--- config.mk ---
export PLATFORM = sky130hd
export DESIGN_NAME = des_result_collector
export DESIGN_NICKNAME = d
export VERILOG_FILES = /design/src/rtl/des_pkg.sv /design/src/rtl/des_result_fifo.sv /design/src/rtl/des_result_collector.sv
export SDC_FILE = /design/constraint.sdc
export NUM_CORES = 1
export LEC_CHECK = 0
export CAP_MARGIN = 0
export CORE_UTILIZATION = 49
export DETAILED_ROUTE_END_ITERATION = 10
export GPL_TIMING_DRIVEN = 0
export PLACE_DENSITY = 0.76
export SYNTH_ARGS = -nofsm -noshare
export SYNTH_HDL_FRONTEND = slang
export SYNTH_SLANG_ARGS = --single-unit
--- constraint.sdc ---
create_clock -name clk -period 4.1 [get_ports clk]
set_input_delay 0.615 -clock clk [delete_from_list [all_inputs] [get_ports clk]]
set_output_delay 0.615 -clock clk [all_outputs]
set_load 0.005 [all_outputs]
--- src/rtl/des_pkg.sv ---
// Shared types and constants for the DES result collector.
// FSM state encoding, restart command word and FIFO entry layout.
package des_pkg;

    typedef enum logic [2:0] {
        IDLE    = 3'd0,
        CAPTURE = 3'd1,
        ADVANCE = 3'd2,
        GUARD   = 3'd3,
        RESTART = 3'd4,
        HOLD    = 3'd5
    } state_t;

    localparam logic [31:0] CMD_RESTART = 32'h3;
    localparam int ENTRY_W = 129;

    typedef struct packed {
        logic        is_final;
        logic [63:0] counter;
        logic [63:0] ciphertext;
    } entry_t;

endpackage

--- src/rtl/des_result_fifo.sv ---
// Result FIFO with zero-latency head view and modulo-DEPTH pointers.
// Pushes while full and pops while empty are ignored.
module des_result_fifo #(
    parameter int DEPTH   = 4,
    parameter int ENTRY_W = 129
) (
    input  logic                     clk,
    input  logic                     rst,
    input  logic                     push,
    input  logic [ENTRY_W-1:0]       push_data,
    input  logic                     pop,
    output logic [ENTRY_W-1:0]       head_data,
    output logic                     valid,
    output logic                     full,
    output logic [$clog2(DEPTH):0]   count
);

    localparam int AW = $clog2(DEPTH);
    localparam logic [AW:0] DEPTH_C = (AW + 1)'(DEPTH);
    localparam logic [AW:0] ONE_C = (AW + 1)'(1);
    localparam logic [AW-1:0] PTR_ONE = AW'(1);

    logic [ENTRY_W-1:0] mem [DEPTH];
    logic [AW-1:0]      wr_ptr;
    logic [AW-1:0]      rd_ptr;
    logic               do_push;
    logic               do_pop;

    assign valid     = (count != '0);
    assign full      = (count == DEPTH_C);
    assign do_push   = push & ~full;
    assign do_pop    = pop & valid;
    assign head_data = valid ? mem[rd_ptr] : '0;

    // Storage write; contents are don't-care until pushed.
    always_ff @(posedge clk) begin
        if (do_push) begin
            mem[wr_ptr] <= push_data;
        end
    end

    // Pointer and occupancy bookkeeping.
    always_ff @(posedge clk) begin
        if (rst) begin
            wr_ptr <= '0;
            rd_ptr <= '0;
            count  <= '0;
        end else begin
            if (do_push) begin
                wr_ptr <= wr_ptr + PTR_ONE;
            end
            if (do_pop) begin
                rd_ptr <= rd_ptr + PTR_ONE;
            end
            case ({do_push, do_pop})
                2'b10:   count <= count + ONE_C;
                2'b01:   count <= count - ONE_C;
                default: count <= count;
            endcase
        end
    end

endmodule

--- src/rtl/des_result_collector.sv ---
// Collects DES wrapper results into a FIFO and sequences advance/restart.
// Optional DES_COLLECT_AUTO_RESTART_EN issues a restart after a final result.
module des_result_collector
    import des_pkg::*;
#(
    parameter int DEPTH = 4
) (
    input  logic                   clk,
    input  logic                   rst,
    input  logic                   des_done,
    input  logic                   des_test_res_ready,
    input  logic [63:0]            des_counter,
    input  logic [63:0]            des_ciphertext,
    output logic                   advance_test_cmd,
    output logic                   cmd_valid,
    output logic [31:0]            cmd,
    input  logic                   cmd_read,
    input  logic                   rd_en,
    output logic                   rd_valid,
    output logic                   rd_final,
    output logic [63:0]            rd_counter,
    output logic [63:0]            rd_ciphertext,
    output logic [$clog2(DEPTH):0] fifo_count
);

    state_t            state;
    logic              final_r;
    logic              push;
    logic              full;
    entry_t            push_entry;
    entry_t            head_entry;
    logic [ENTRY_W-1:0] head_data;

    assign push       = (state == CAPTURE);
    assign push_entry = '{is_final:   final_r,
                          counter:    des_counter,
                          ciphertext: des_ciphertext};
    assign head_entry    = entry_t'(head_data);
    assign rd_final      = head_entry.is_final;
    assign rd_counter    = head_entry.counter;
    assign rd_ciphertext = head_entry.ciphertext;

    des_result_fifo #(
        .DEPTH   (DEPTH),
        .ENTRY_W (ENTRY_W)
    ) u_fifo (
        .clk       (clk),
        .rst       (rst),
        .push      (push),
        .push_data (push_entry),
        .pop       (rd_en),
        .head_data (head_data),
        .valid     (rd_valid),
        .full      (full),
        .count     (fifo_count)
    );

    // Control FSM with registered advance/command outputs.
    always_ff @(posedge clk) begin
        if (rst) begin
            state            <= IDLE;
            final_r          <= 1'b0;
            advance_test_cmd <= 1'b0;
            cmd_valid        <= 1'b0;
            cmd              <= '0;
        end else begin
            advance_test_cmd <= 1'b0;
            unique case (state)
                IDLE: begin
                    if (!full && des_done) begin
                        final_r <= 1'b1;
                        state   <= CAPTURE;
                    end else if (!full && des_test_res_ready) begin
                        final_r <= 1'b0;
                        state   <= CAPTURE;
                    end
                end
                CAPTURE: begin
                    if (final_r) begin
`ifdef DES_COLLECT_AUTO_RESTART_EN
                        state     <= RESTART;
                        cmd_valid <= 1'b1;
                        cmd       <= CMD_RESTART;
`else
                        state     <= HOLD;
`endif
                    end else begin
                        state            <= ADVANCE;
                        advance_test_cmd <= 1'b1;
                    end
                end
                ADVANCE: state <= GUARD;
                GUARD:   state <= IDLE;
                RESTART: begin
                    if (cmd_read) begin
                        state     <= IDLE;
                        cmd_valid <= 1'b0;
                        cmd       <= '0;
                    end
                end
                HOLD: begin
                    if (!des_done) begin
                        state <= IDLE;
                    end
                end
                default: state <= IDLE;
            endcase
        end
    end

endmodule

# Word-level counts from Yosys, hierarchy flattened
# Memory sizes are Yosys's and may differ from the RTL's. A register that Yosys moved wholly into a read port is not among the register bits.
# Cells that the tools add are included.
dict set report word_totals {
  reg_bits 12
  mem_bits_rw 516
  out_inout_bits 167
  mem_count 1
  input_bits 134
  word_cells 50
}
# memory words word_bits rd rd_ports_with_merged_regs wr line
set mem_list {}
lappend mem_list {u_fifo.mem 4 129 1 1 1 des_result_fifo.sv:23} ;# logic [ENTRY_W-1:0] mem [DEPTH];
dict set report op_classes {
  n_eq_ne 10
  n_reduce_logical 10
  bitwise_logic 4
  mux 15
  addsub 4
}
# cell n
set ops {}
lappend ops {{$mux 129} 1}
lappend ops {{$mux 3} 5}
lappend ops {{$pmux 3 s5} 1}
lappend ops {{$eq 3x3->1 const B} 3}
lappend ops {{$pmux 3 s2} 1}
lappend ops {{$mux 1} 5}
lappend ops {{$add 2x1->2 const B} 2}
lappend ops {{$mux 2} 2}
lappend ops {{$ne 2x2->1 const B} 2}
lappend ops {{$reduce_bool 2->1} 2}
lappend ops {{$add 3x1->3 const B} 1}
lappend ops {{$eq 3x1->1 const B} 1}
lappend ops {{$eq 3x2->1 const B} 1}
lappend ops {{$logic_not 3->1} 1}
lappend ops {{$ne 3x3->1 const B} 1}
lappend ops {{$reduce_and 3->1} 1}
lappend ops {{$reduce_bool 3->1} 1}
lappend ops {{$sub 3x1->3 const B} 1}
lappend ops {{$and 1x1->1} 2}
lappend ops {{$eq 2x1->1 const B} 1}
lappend ops {{$eq 2x2->1 const B} 1}
lappend ops {{$logic_and 1x1->1} 2}
lappend ops {{$not 1->1} 2}
lappend ops {{$reduce_and 2->1} 1}
lappend ops {{other kinds (2)} 2}

# Logic depth before layout (Yosys ltp)
# Gate-level depths: netlist of run 1.
dict set report depth {
  depth_word 6
  ltp_mapped 9
  depth_no_buf 9
}

# Cells and area by module
# Synthesis of run 1 repeated with hierarchy kept, for this count alone.
dict set report unflattened {
  hier_cells 935
  hier_area_um2 20489.7
}
# module instances seq_area_each_um2 area_each_um2 cells_each
set by_module_without_submodules {}
lappend by_module_without_submodules {des_result_fifo 1 15675.0 19962.9 871}
lappend by_module_without_submodules {des_result_collector 1 100.1 526.8 64}

# Worst setup path after synthesis of run 1
# OpenSTA, ideal clock, no wires.
dict set report synth_timing {
  path_type {register -> register}
  startpoint {register u_fifo.count[2]}
  endpoint {memory u_fifo.mem[1][0], enable pin}
  setup_ns 0.503
  n_path_buf 0
  required_time_ns 3.597
  t_arrival_ns 3.842
  setup_slack_ns -0.246
  synth_period_minus_slack_ns 4.346
  path_stages_with_launch 4
  path_cell_list {dfxtp_1 nor3b_1 nor3_2 and2_1}
}
dict set report synth_via {
  elab_chain_cells 5
}
# element line
set synth_rtl {}
lappend synth_rtl {{from (decl)} des_result_fifo.sv:15} ;# output logic [$clog2(DEPTH):0] count
lappend synth_rtl {{from (signal assigned)} des_result_fifo.sv:56} ;# 2'b10: count <= count + ONE_C;
lappend synth_rtl {{from (signal assigned)} des_result_fifo.sv:57} ;# 2'b01: count <= count - ONE_C;
lappend synth_rtl {{from (signal assigned)} des_result_fifo.sv:58} ;# default: count <= count;
lappend synth_rtl {{$eq 3x3->1} des_result_fifo.sv:30} ;# assign full = (count == DEPTH_C);
lappend synth_rtl {{$not 1->1} des_result_fifo.sv:31} ;# assign do_push = push & ~full;
lappend synth_rtl {{$and 1x1->1} des_result_fifo.sv:31}
lappend synth_rtl {{$mux 1} des_result_fifo.sv:37} ;# if (do_push) begin
lappend synth_rtl {{$mux 1 (not written as such)} des_result_fifo.sv:38} ;# mem[wr_ptr] <= push_data;
lappend synth_rtl {{to (decl)} des_result_fifo.sv:23}
# No other way between the ends.

# Worst setup path after layout of run 1
dict set report layout_timing {
  startpoint {register u_fifo.count[1]}
  endpoint {output port rd_ciphertext[47]}
}
dict set report layout_via {
  elab_chain_cells 2
}
# element line
set layout_rtl {}
lappend layout_rtl {{$reduce_bool 3->1} des_result_fifo.sv:29} ;# assign valid = (count != '0);
lappend layout_rtl {{$mux 129} des_result_fifo.sv:33} ;# assign head_data = valid ? mem[rd_ptr] : '0;
lappend layout_rtl {{to (decl)} des_result_collector.sv:22} ;# output logic [63:0] rd_ciphertext,
# No other way between the ends.

==> results of run 1 <==
==> synthesized netlist by cell type, drive strengths merged, types with 3 or more instances <==
| library cell | n | area share [%] |
|---|---|---|
| a21oi | 3 | 0.074 |
| and2 | 134 | 4.1 |
| buf | 60 | 2.3 |
| clkbuf | 17 | 0.31 |
| dfxtp | 14 | 1.4 |
| edfxtp | 516 | 76 |
| ha | 5 | 0.31 |
| inv | 8 | 0.15 |
| mux4 | 129 | 14 |
| nand2 | 3 | 0.055 |
| nor2 | 12 | 0.22 |
| xor2 | 3 | 0.13 |
==> final cells by class <==
type / instances / area (um2) / area share [%]
Clock buffer: 61 / 1400 / 5.40
Timing Repair Buffer: 277 / 2920 / 11.3
Inverter: 8 / 30.0 / 0.116
Clock inverter: 37 / 383 / 1.48
Tap cell: 532 / 666 / 2.57
Antenna cell: 1 / 2.50 / 0.00966
Multi-Input combinational cell: 343 / 4200 / 16.2
Sequential cell: 530 / 15800 / 60.9
Buffer: 77 / 532 / 2.05
==> worst paths after layout <==
path / from / endpoint / slack [ps] / cells after the start
setup reg to reg: u_fifo.count[1]$_SDFFE_PP0P_ / u_fifo.mem[0][74]$_DFFE_PP_ / 1430 / 5
setup / recovery: u_fifo.count[1]$_SDFFE_PP0P_ / rd_ciphertext[47] / 250 / 6
hold / removal: u_fifo.count[2]$_SDFFE_PP0P_ / u_fifo.count[2]$_SDFFE_PP0P_ / 520 / 2
hold reg to reg: u_fifo.count[2]$_SDFFE_PP0P_ / u_fifo.count[2]$_SDFFE_PP0P_ / 520 / 2
==> cell families after synthesis <==
family                     after synthesis
AOI/OAI and AO/OA                        9
adders and majority gates                6
DFF                                    530
other                                    1
and+or+nand+nor                        160
xor gates and xnor gates                 5
buffers and inverters                   85
muxes                                  130
==> through the flow <==
stage                     power (W)  cell area, um2  util [%]  std cells  hold slack, ps
final                        0.0167           25900      63.3       1866             522
after CTS                    0.0170           25900      63.3       1865             518
after global placement       0.0120           23900      58.3       1757             508
after floorplan             0.00952           20500         -        958             485
after detailed placement     0.0121           24100      58.9       1767             510
after global routing         0.0175           25900      63.3       1866             562
==> metal layers <==
layer,wire length (um),global-route usage (%),up-vias
li1,-,-,4410
met5,26,0,-
met2,20000,31.6,312
met4,1000,6.78,4
met3,3190,5.58,68
met1,16600,25.4,5091
==> sequential cells by signal, indices dropped and copies added, names as in the netlist, named ones only <==
| register | count |
|---|---|
| advance_test_cmd | 1 |
| final_r | 1 |
| u_fifo.count | 3 |
| u_fifo.wr_ptr | 2 |
| u_fifo.rd_ptr | 2 |
| u_fifo.mem | 516 |
| state | 3 |
==> critical path, cell delays in order (launching register included) <==
cell,delay [ps]
dfxtp_1,410
or3_1,130
clkbuf_1,340
buf_2,470
clkbuf_1,450
and2_1,220
clkdlybuf4s50_1,580
==> power by group through the flow <==
stage / clock, W / combinational, W / sequential [W]
2_1_floorplan: 0 / 0.00264 / 0.00688
3_3_place_gp: 0 / 0.00504 / 0.00694
3_5_place_dp: 0 / 0.00519 / 0.00690
4_1_cts: 0.00498 / 0.00522 / 0.00679
5_1_grt: 0.00518 / 0.00552 / 0.00683
6_report: 0.00487 / 0.00508 / 0.00678
==> cells in the final DEF, fill, tap and decap left out, drive strengths merged, types with 2 or more instances in the layout <==
master         synthesis  layout
dfxtp                 14      14
buf                   60      70
or3                    2       2
nor4                   2       2
clkbuf                17      78
a21oi                  3       3
nand2                  3       3
nor3                   2       2
clkdlybuf4s50          0     267
clkinv                 0      26
edfxtp               516     516
xnor2                  2       2
ha                     5       5
clkinvlp               0       2
nor2                  12      12
mux4                 129     129
xor2                   3       3
bufinv                 0       8
and2                 134     134
conb                   1      33
inv                    8       9
==> flow_summary.yaml, run 1 <==
run_status:
  status: "finished clean"
sta:
  finalHoldViolCount: 0
  fin_setup_tns_ps: 0
  setup_viol: 0
  drv_slew: 0
  rsz0062_at_grt: "false"
  fin_crit_ps: 3850
  max_slew_margin_pct: 35.0
  worstMarginPinSlew_ps: 976
  finalCritPeriodShare_pct: 93.8
  timing.final.ws_setup_ps: 254
  max_freq_ghz: 0.260
  finClkSkew_ps: 25.1
drt:
  wl_mm: 40.8
  routedWlPerCell_um: 21.9
  drt-pass1-iter-count: 5
  drt_iter0_markers: 592
  drc_errors: 0
  ant_nets: 0
  vias: 9885
  drt-vias-per-instance: 5.30
synthesis:
  synth_xor_area_share_pct: 0.215
  synth_top_family_by_area: "multiplexers"
  async_flop_share_pct: 0
  ys_types: 33
  synth-simple-area-share_pct: 4.74
  yosys_warnings: 0
  synth-compound-area-share_pct: 0.294
  ys.flop_type: "edfxtp_1"
  synth_cells: 926
  synthesis.area_mm2: 0.0204
  ys_ff_latch: 530
  ys_seq_area_share_pct: 77.3
  avgSynthCellArea_um2: 22.0
  synth_edf_count: 516
  synth_mux_area_share_pct: 14.3
  yosys.area_share.adder_pct: 0.405
final_layout:
  area_growth_pct: 26.9
  layout-drive-gt1-share_pct: 21.5
  nets: 1430
  fillers: 2793
floorplanning:
  io_pins: 301
  core_mm2: 0.0409
  initial_core_util_pct: 49.9
  dieArea_mm2: 0.0425
  dieWidth_um: 206
  rows: 74
  die_y_um: 206
global_route:
  antenna_found_initial: 4
  grt_pass1_wl_mm: 61.0
  track_usage_pct: 19.5
  overflow: 0
  grt_pass1_vias: 10500
  grt_max_degree: 58
placement:
  portBuffers: 267
  dpl.hpwl_mm: 25.5
  place_ws_ps: 705
  gp_congestion: 0.746
setup_path:
  startpoint_type: "flop"
  worstPathArrival_ps: 3230
  crit_type: "flop to output port"
  crit_fanout: 10
  worst_ep_required_time_ps: 3480
  crit_path_end_kind: "output port"
pwr:
  swShare_pct: 25.7
  power.internal_w: 0.0124
  p_comb_share_pct: 30.4
  seq_power_share_pct: 40.5
  switchingPower_w: 0.00430
  power_density_mw_per_mm2: 646
  peakVddDrop_v: 0.000495
  p_clk_share_pct: 29.1
  p_leak_nw: 8.43
hold_path:
  worst_hold_path_type: "flop to flop"
clock_tree:
  cts-root-buf: "clkbuf_16"
  clk_latency_ps: 590
  cts_hold_buffers: 0
  cts.sinks: 530
  tritoncts: "built"
  clk_path_buf_depth: 3
  cts_setup_buffers: 0
  cts_resized: 0
  cts_buffers: 53
  htree_num_levels: 2
  clkTransAtPathRegs_ps: 60
run:
  max_cap_viol_count: 0
Power figures use the tool's default switching activity.
==> run 2, diff against run 1 <==
--- a/config.mk
+++ b/config.mk
@@ -6,10 +6,10 @@
 export NUM_CORES = 1
 export LEC_CHECK = 0
 export CAP_MARGIN = 0
-export CORE_UTILIZATION = 49
+export CORE_UTILIZATION = 40
 export DETAILED_ROUTE_END_ITERATION = 10
 export GPL_TIMING_DRIVEN = 0
-export PLACE_DENSITY = 0.76
 export SYNTH_ARGS = -nofsm -noshare
 export SYNTH_HDL_FRONTEND = slang
 export SYNTH_SLANG_ARGS = --single-unit
+export TNS_END_PERCENT = 30
==> run 2 against run 1 <==
Clock power fell by 6.8%; register-to-register slack better by 220 ps; combinational power about the same; worst hold slack improved by 4.3 ps; sequential share of layout area about the same; core utilization decreased by 12 points; wire length increased by 2.0%; critical endpoint is now rd_ciphertext[21]; largest cell class unchanged.
==> flow_summary.yaml, run 2 (synthesis results as in run 1) <==
run_status:
  status: "finished clean"
placement:
  portBuffers: 267
  gp_congestion: 0.721
  place_ws_ps: 717
  place_area_mm2: 0.0243
  dpl.hpwl_mm: 25.4
  dpl.cell_count: 1905
clock_tree:
  clk_latency_ps: 590
  clk_path_buf_depth: 3
  cts_hold_buffers: 0
  cts.sinks: 530
  htree_num_levels: 2
  clkTransAtPathRegs_ps: 60
  cts-root-buf: "clkbuf_16"
  cts_resized: 0
  cts_buffers: 53
  cts_setup_buffers: 0
  tritoncts: "built"
sta:
  fin_crit_ps: 3840
  rsz0062_at_grt: "false"
  worstMarginPinSlew_ps: 1020
  finalCritPeriodShare_pct: 93.6
  finClkSkew_ps: 11.2
  max_freq_ghz: 0.261
  setup_viol: 0
  finalHoldViolCount: 0
  timing.final.ws_setup_ps: 262
  max_slew_margin_pct: 32.0
  drv_slew: 0
setup_path:
  regToRegSetupSlack_ps: 1650
  cp_cell_sequence: "or3_1, clkbuf_1, buf_2, clkbuf_1, and2_1, clkdlybuf4s50_1"
  r2r-end: "u_fifo.count[2]$_SDFFE_PP0P_"
  crit_type: "flop to output port"
  cp.depth: 6
  crit_fanout: 10
  startpoint_type: "flop"
  crit_buf_inv: 4
  crit_path_end_kind: "output port"
  worst_r2r_path_depth: 9
  worstPathArrival_ps: 3220
  crit_family: "buffers and inverters"
  slowest_delay_ps: 560
  worst_ep_required_time_ps: 3480
  reg2reg_from: "u_fifo.count[1]$_SDFFE_PP0P_"
  critical_path.most_common_cell: "clkbuf_1"
  critical_path.slowest_cell: "clkdlybuf4s50_1"
drt:
  drt-vias-per-instance: 4.89
  vias: 9781
  drt-pass1-iter-count: 4
  drc_errors: 0
  drt_iter0_markers: 527
  routedWlPerCell_um: 20.8
  wl_mm: 41.6
  ant_nets: 0
final_layout:
  final_cell_count_no_fill: 2002
  fin_area_mm2: 0.0259
  area_growth_pct: 26.9
  final_cell_mix: "edfxtp_1, clkdlybuf4s50_1, and2_1"
  largest_registers: "u_fifo.mem x516, state x3, u_fifo.count x3"
  nets: 1428
  largest_register: "u_fifo.mem"
  largest_reg_flops: 516
  layout-drive-gt1-share_pct: 20.2
  final_common_cell: "edfxtp_1"
hold_path:
  hold-path-endpoint: "u_fifo.rd_ptr[1]$_SDFFE_PP0P_"
  hp-start: "u_fifo.rd_ptr[1]$_SDFFE_PP0P_"
  worst_hold_path_type: "flop to flop"
  min_path_cells: 2
run:
  max_cap_viol_count: 0
pwr:
  p_comb_share_pct: 31.0
  p_leak_nw: 8.33
  seq_power_share_pct: 41.3
  peakVddDrop_v: 0.000406
  switchingPower_w: 0.00430
  power.internal_w: 0.0121
  swShare_pct: 26.2
  p_clk_share_pct: 27.7
  power_density_mw_per_mm2: 634
global_route:
  grt_pass1_vias: 10300
  overflow: 0
  track_usage_pct: 16.2
  grt_max_degree: 55
  grt_pass1_wl_mm: 63.1
  antenna_found_initial: 5
floorplanning:
  initial_core_util_pct: 40.6
  die_y_um: 228
  io_pins: 301
  core_mm2: 0.0503
  dieArea_mm2: 0.0519
  rows: 82
  dieWidth_um: 228
-- run 2: cell count changes in the layout (fill, tap and decap cells not counted) --
cell,delta
buf_12,-4
buf_16,+2
bufinv_16,-5
clkbuf_1,+8
clkinv_1,+6
clkinv_2,-9
clkinv_4,-1
clkinvlp_4,-2
inv_6,+1
-- run 2: per-layer routing --
layer | vias to the layer above | track usage [%] | share of wire (%)
li1 | 4398 | - | -
met1 | 5030 | 21.0 | 42
met2 | 281 | 26.3 | 48
met3 | 66 | 5.40 | 7.4
met4 | 6 | 3.84 | 1.8
met5 | - | 0 | 0.094
-- run 2: worst max path at each step --
stage                                   to                          from
6_report                 rd_ciphertext[21]  u_fifo.count[1]$_SDFFE_PP0P_
5_1_grt                   rd_ciphertext[4]  u_fifo.count[0]$_SDFFE_PP0P_
3_5_place_dp              rd_ciphertext[8]  u_fifo.count[1]$_SDFFE_PP0P_
4_1_cts                   rd_ciphertext[8]  u_fifo.count[1]$_SDFFE_PP0P_
3_3_place_gp   u_fifo.mem[2][39]$_DFFE_PP_  u_fifo.count[0]$_SDFFE_PP0P_
2_1_floorplan   u_fifo.mem[2][0]$_DFFE_PP_  u_fifo.count[2]$_SDFFE_PP0P_
-- run 2: final cells by class --
class | count | area [um2]
Inverter | 8 | 30.0
Multi-Input combinational cell | 343 | 4200
Sequential cell | 530 | 15800
Clock buffer | 69 | 1430
Tap cell | 672 | 841
Antenna cell | 1 | 2.50
Clock inverter | 27 | 195
Fill cell | 4106 | 24400
Buffer | 77 | 532
Timing Repair Buffer | 275 | 2890
-- run 2: per-stage QoR --
| stage | setup TNS [ps] | utilization [%] | hold WS [ps] | total power, W |
|---|---|---|---|---|
| 5_1_grt | 0 | 51.5 | 550 | 0.0172 |
| 3_3_place_gp | -885540 | 47.8 | 506 | 0.0120 |
| 3_5_place_dp | 0 | 48.3 | 518 | 0.0121 |
| 6_report | 0 | 51.5 | 526 | 0.0164 |
| 2_1_floorplan | -63220 | - | 485 | 0.00955 |
| 4_1_cts | 0 | 51.5 | 532 | 0.0167 |
-- run 2: worst reg2reg max path, stage by stage (launching register included) --
cell and delay [ps]:
dfxtp_1 420, or3_1 130, clkbuf_1 360, and2_1 240, ha_1 190, inv_1 60, fa_1 370, xor2_1 160
or3_1 310, a21oi_1 140
-- run 2: power by group through the flow --
stage,Sequential (W),Combinational [W],Clock [W]
CTS,0.00678,0.00526,0.00467
global placement,0.00694,0.00505,0
finish,0.00678,0.00510,0.00454
floorplan,0.00691,0.00264,0
global route,0.00683,0.00554,0.00486
detailed placement,0.00689,0.00523,0
==> run 3, diff against run 2 <==
--- a/config.mk
+++ b/config.mk
@@ -6,9 +6,11 @@
 export NUM_CORES = 1
 export LEC_CHECK = 0
 export CAP_MARGIN = 0
-export CORE_UTILIZATION = 40
+export CORE_UTILIZATION = 35
 export DETAILED_ROUTE_END_ITERATION = 10
 export GPL_TIMING_DRIVEN = 0
+export HOLD_SLACK_MARGIN = 0.15
+export SLEW_MARGIN = 20
 export SYNTH_ARGS = -nofsm -noshare
 export SYNTH_HDL_FRONTEND = slang
 export SYNTH_SLANG_ARGS = --single-unit
==> run 3 against run 2 <==
Critical path depth is the same; clock power grew 6.4%; setup slack lost 3.5 ps; combinational power grew 1%; sequential cell count is the same; global-route usage shrank 1.5 points; clock skew grew 11 ps; clock-buffer cell count grew 4; first-iteration DRC count shrank 14%; largest cell class unchanged.
==> flow_summary.yaml, run 3 (synthesis results as in run 1) <==
placement:
  gp_congestion: 0.693
  dpl.hpwl_mm: 27.2
  place_area_mm2: 0.0245
  portBuffers: 267
  dpl.cell_count: 2002
  place_ws_ps: 541
floorplanning:
  initial_core_util_pct: 35.4
  dieWidth_um: 243
  dieArea_mm2: 0.0593
  core_mm2: 0.0577
  rows: 88
  die_y_um: 243
  io_pins: 301
global_route:
  overflow: 0
  grt_pass1_vias: 10500
  grt_pass1_wl_mm: 65.0
  antenna_found_initial: 7
  track_usage_pct: 14.7
  grt_max_degree: 44
sta:
  rsz0062_at_grt: "false"
  hold_ws_ps: 527
  finalCritPeriodShare_pct: 93.7
  finClkSkew_ps: 21.8
  max_freq_ghz: 0.260
  timing.final.ws_setup_ps: 259
  drv_slew: 0
  setup_viol: 0
  worstMarginPinSlew_ps: 744
  finalHoldViolCount: 0
  fin_crit_ps: 3840
  max_slew_margin_pct: 50.4
clock_tree:
  cts.sinks: 530
  htree_num_levels: 2
  tritoncts: "built"
  cts-root-buf: "clkbuf_16"
  clkTransAtPathRegs_ps: 60
  clk_latency_ps: 590
  cts_buffers: 56
  clk_path_buf_depth: 3
  cts_hold_buffers: 0
setup_path:
  crit_fanout: 10
  critical_path.slowest_cell: "clkdlybuf4s50_1"
  worstPathArrival_ps: 3230
  crit_family: "buffers and inverters"
  startpoint_type: "flop"
  crit_path_end_kind: "output port"
  crit_buf_inv: 4
  cp_cell_sequence: "or3_1, clkbuf_1, buf_4, clkbuf_1, and2_1, clkdlybuf4s50_1"
  crit_type: "flop to output port"
  critical_path.most_common_cell: "clkbuf_1"
  slowest_delay_ps: 520
  worst_ep_required_time_ps: 3480
final_layout:
  nets: 1435
  area_growth_pct: 28.5
  largest_registers: "u_fifo.mem x516, state x3, u_fifo.count x3"
  multi_input_area_mm2: 0.00420
  largest_register: "u_fifo.mem"
  fillers: 4931
  ff_latch_area_mm2: 0.0158
  fin_area_mm2: 0.0262
  fin_util_pct: 45.4
  final_cell_count_no_fill: 2100
  final_common_cell: "edfxtp_1"
  layout-drive-gt1-share_pct: 21.4
  final_cell_mix: "edfxtp_1, clkdlybuf4s50_1, and2_1"
  largest_reg_flops: 516
drt:
  drt-vias-per-instance: 4.68
  wl_mm: 43.4
  drc_errors: 0
  drt_iter0_markers: 453
  routedWlPerCell_um: 20.7
  vias: 9835
  drt-pass1-iter-count: 4
  ant_nets: 0
run:
  max_cap_viol_count: 0
pwr:
  peakVddDrop_v: 0.000586
  power_density_mw_per_mm2: 639
  p_leak_nw: 8.43
run_status:
  status: "finished clean"
hold_path:
  worst_hold_path_type: "flop to flop"
==> run 3: tightest hold or removal path, stage by stage, from the launching register on <==
cell and delay [ps]:
dfxtp_1 320, xor2_1 60, nor2_1 100
==> run 3: final cells by class <==
type	count	share of cell area, %
Tap cell	765	3.65
Timing Repair Buffer	279	11.4
Antenna cell	2	0.0191
Inverter	8	0.115
Sequential cell	530	60.2
Multi-Input combinational cell	343	16.0
Buffer	77	2.04
Clock inverter	23	0.835
Clock buffer	73	5.78
==> run 3: where the power goes <==
| part | internal, W | total, W | leakage (nW) | switching [W] |
|---|---|---|---|---|
| Combinational | 0.00290 | 0.00515 | 2.78 | 0.00225 |
| Sequential | 0.00663 | 0.00677 | 4.80 | 0.000146 |
| Clock | 0.00283 | 0.00483 | 0.847 | 0.00200 |
==> run 3: final timing paths <==
check	cells after the start	start	endpoint	slack (ps)
max	6	u_fifo.count[0]$_SDFFE_PP0P_	rd_ciphertext[15]	260
min	2	u_fifo.rd_ptr[1]$_SDFFE_PP0P_	u_fifo.rd_ptr[1]$_SDFFE_PP0P_	530
max reg2reg	9	u_fifo.count[0]$_SDFFE_PP0P_	u_fifo.count[2]$_SDFFE_PP0P_	1530
min reg2reg	2	u_fifo.rd_ptr[1]$_SDFFE_PP0P_	u_fifo.rd_ptr[1]$_SDFFE_PP0P_	530
==> run 3: repair_timing <==
item                                    in CTS  in global routing
resized for setup                            1                  2
endpoints found under the setup margin      22                  4
buffers inserted                             0                  0
==> run 3: through the flow <==
step | total power (W) | TNS (ps)
finish | 0.0168 | 0
global route | 0.0176 | 0
CTS | 0.0171 | 0
detailed placement | 0.0122 | 0
global placement | 0.0120 | -914470
floorplan | 0.00955 | -63220
==> run 3: per-layer routing <==
metal | track usage [%] | share of wire [%] | vias up | wire length, um
li1 | - | - | 4416 | -
met4 | 4.07 | 2.2 | 10 | 961
met1 | 19.1 | 42 | 5075 | 18400
met5 | 0 | 0.15 | - | 65
met2 | 23.8 | 48 | 253 | 21000
met3 | 4.49 | 6.9 | 81 | 2980
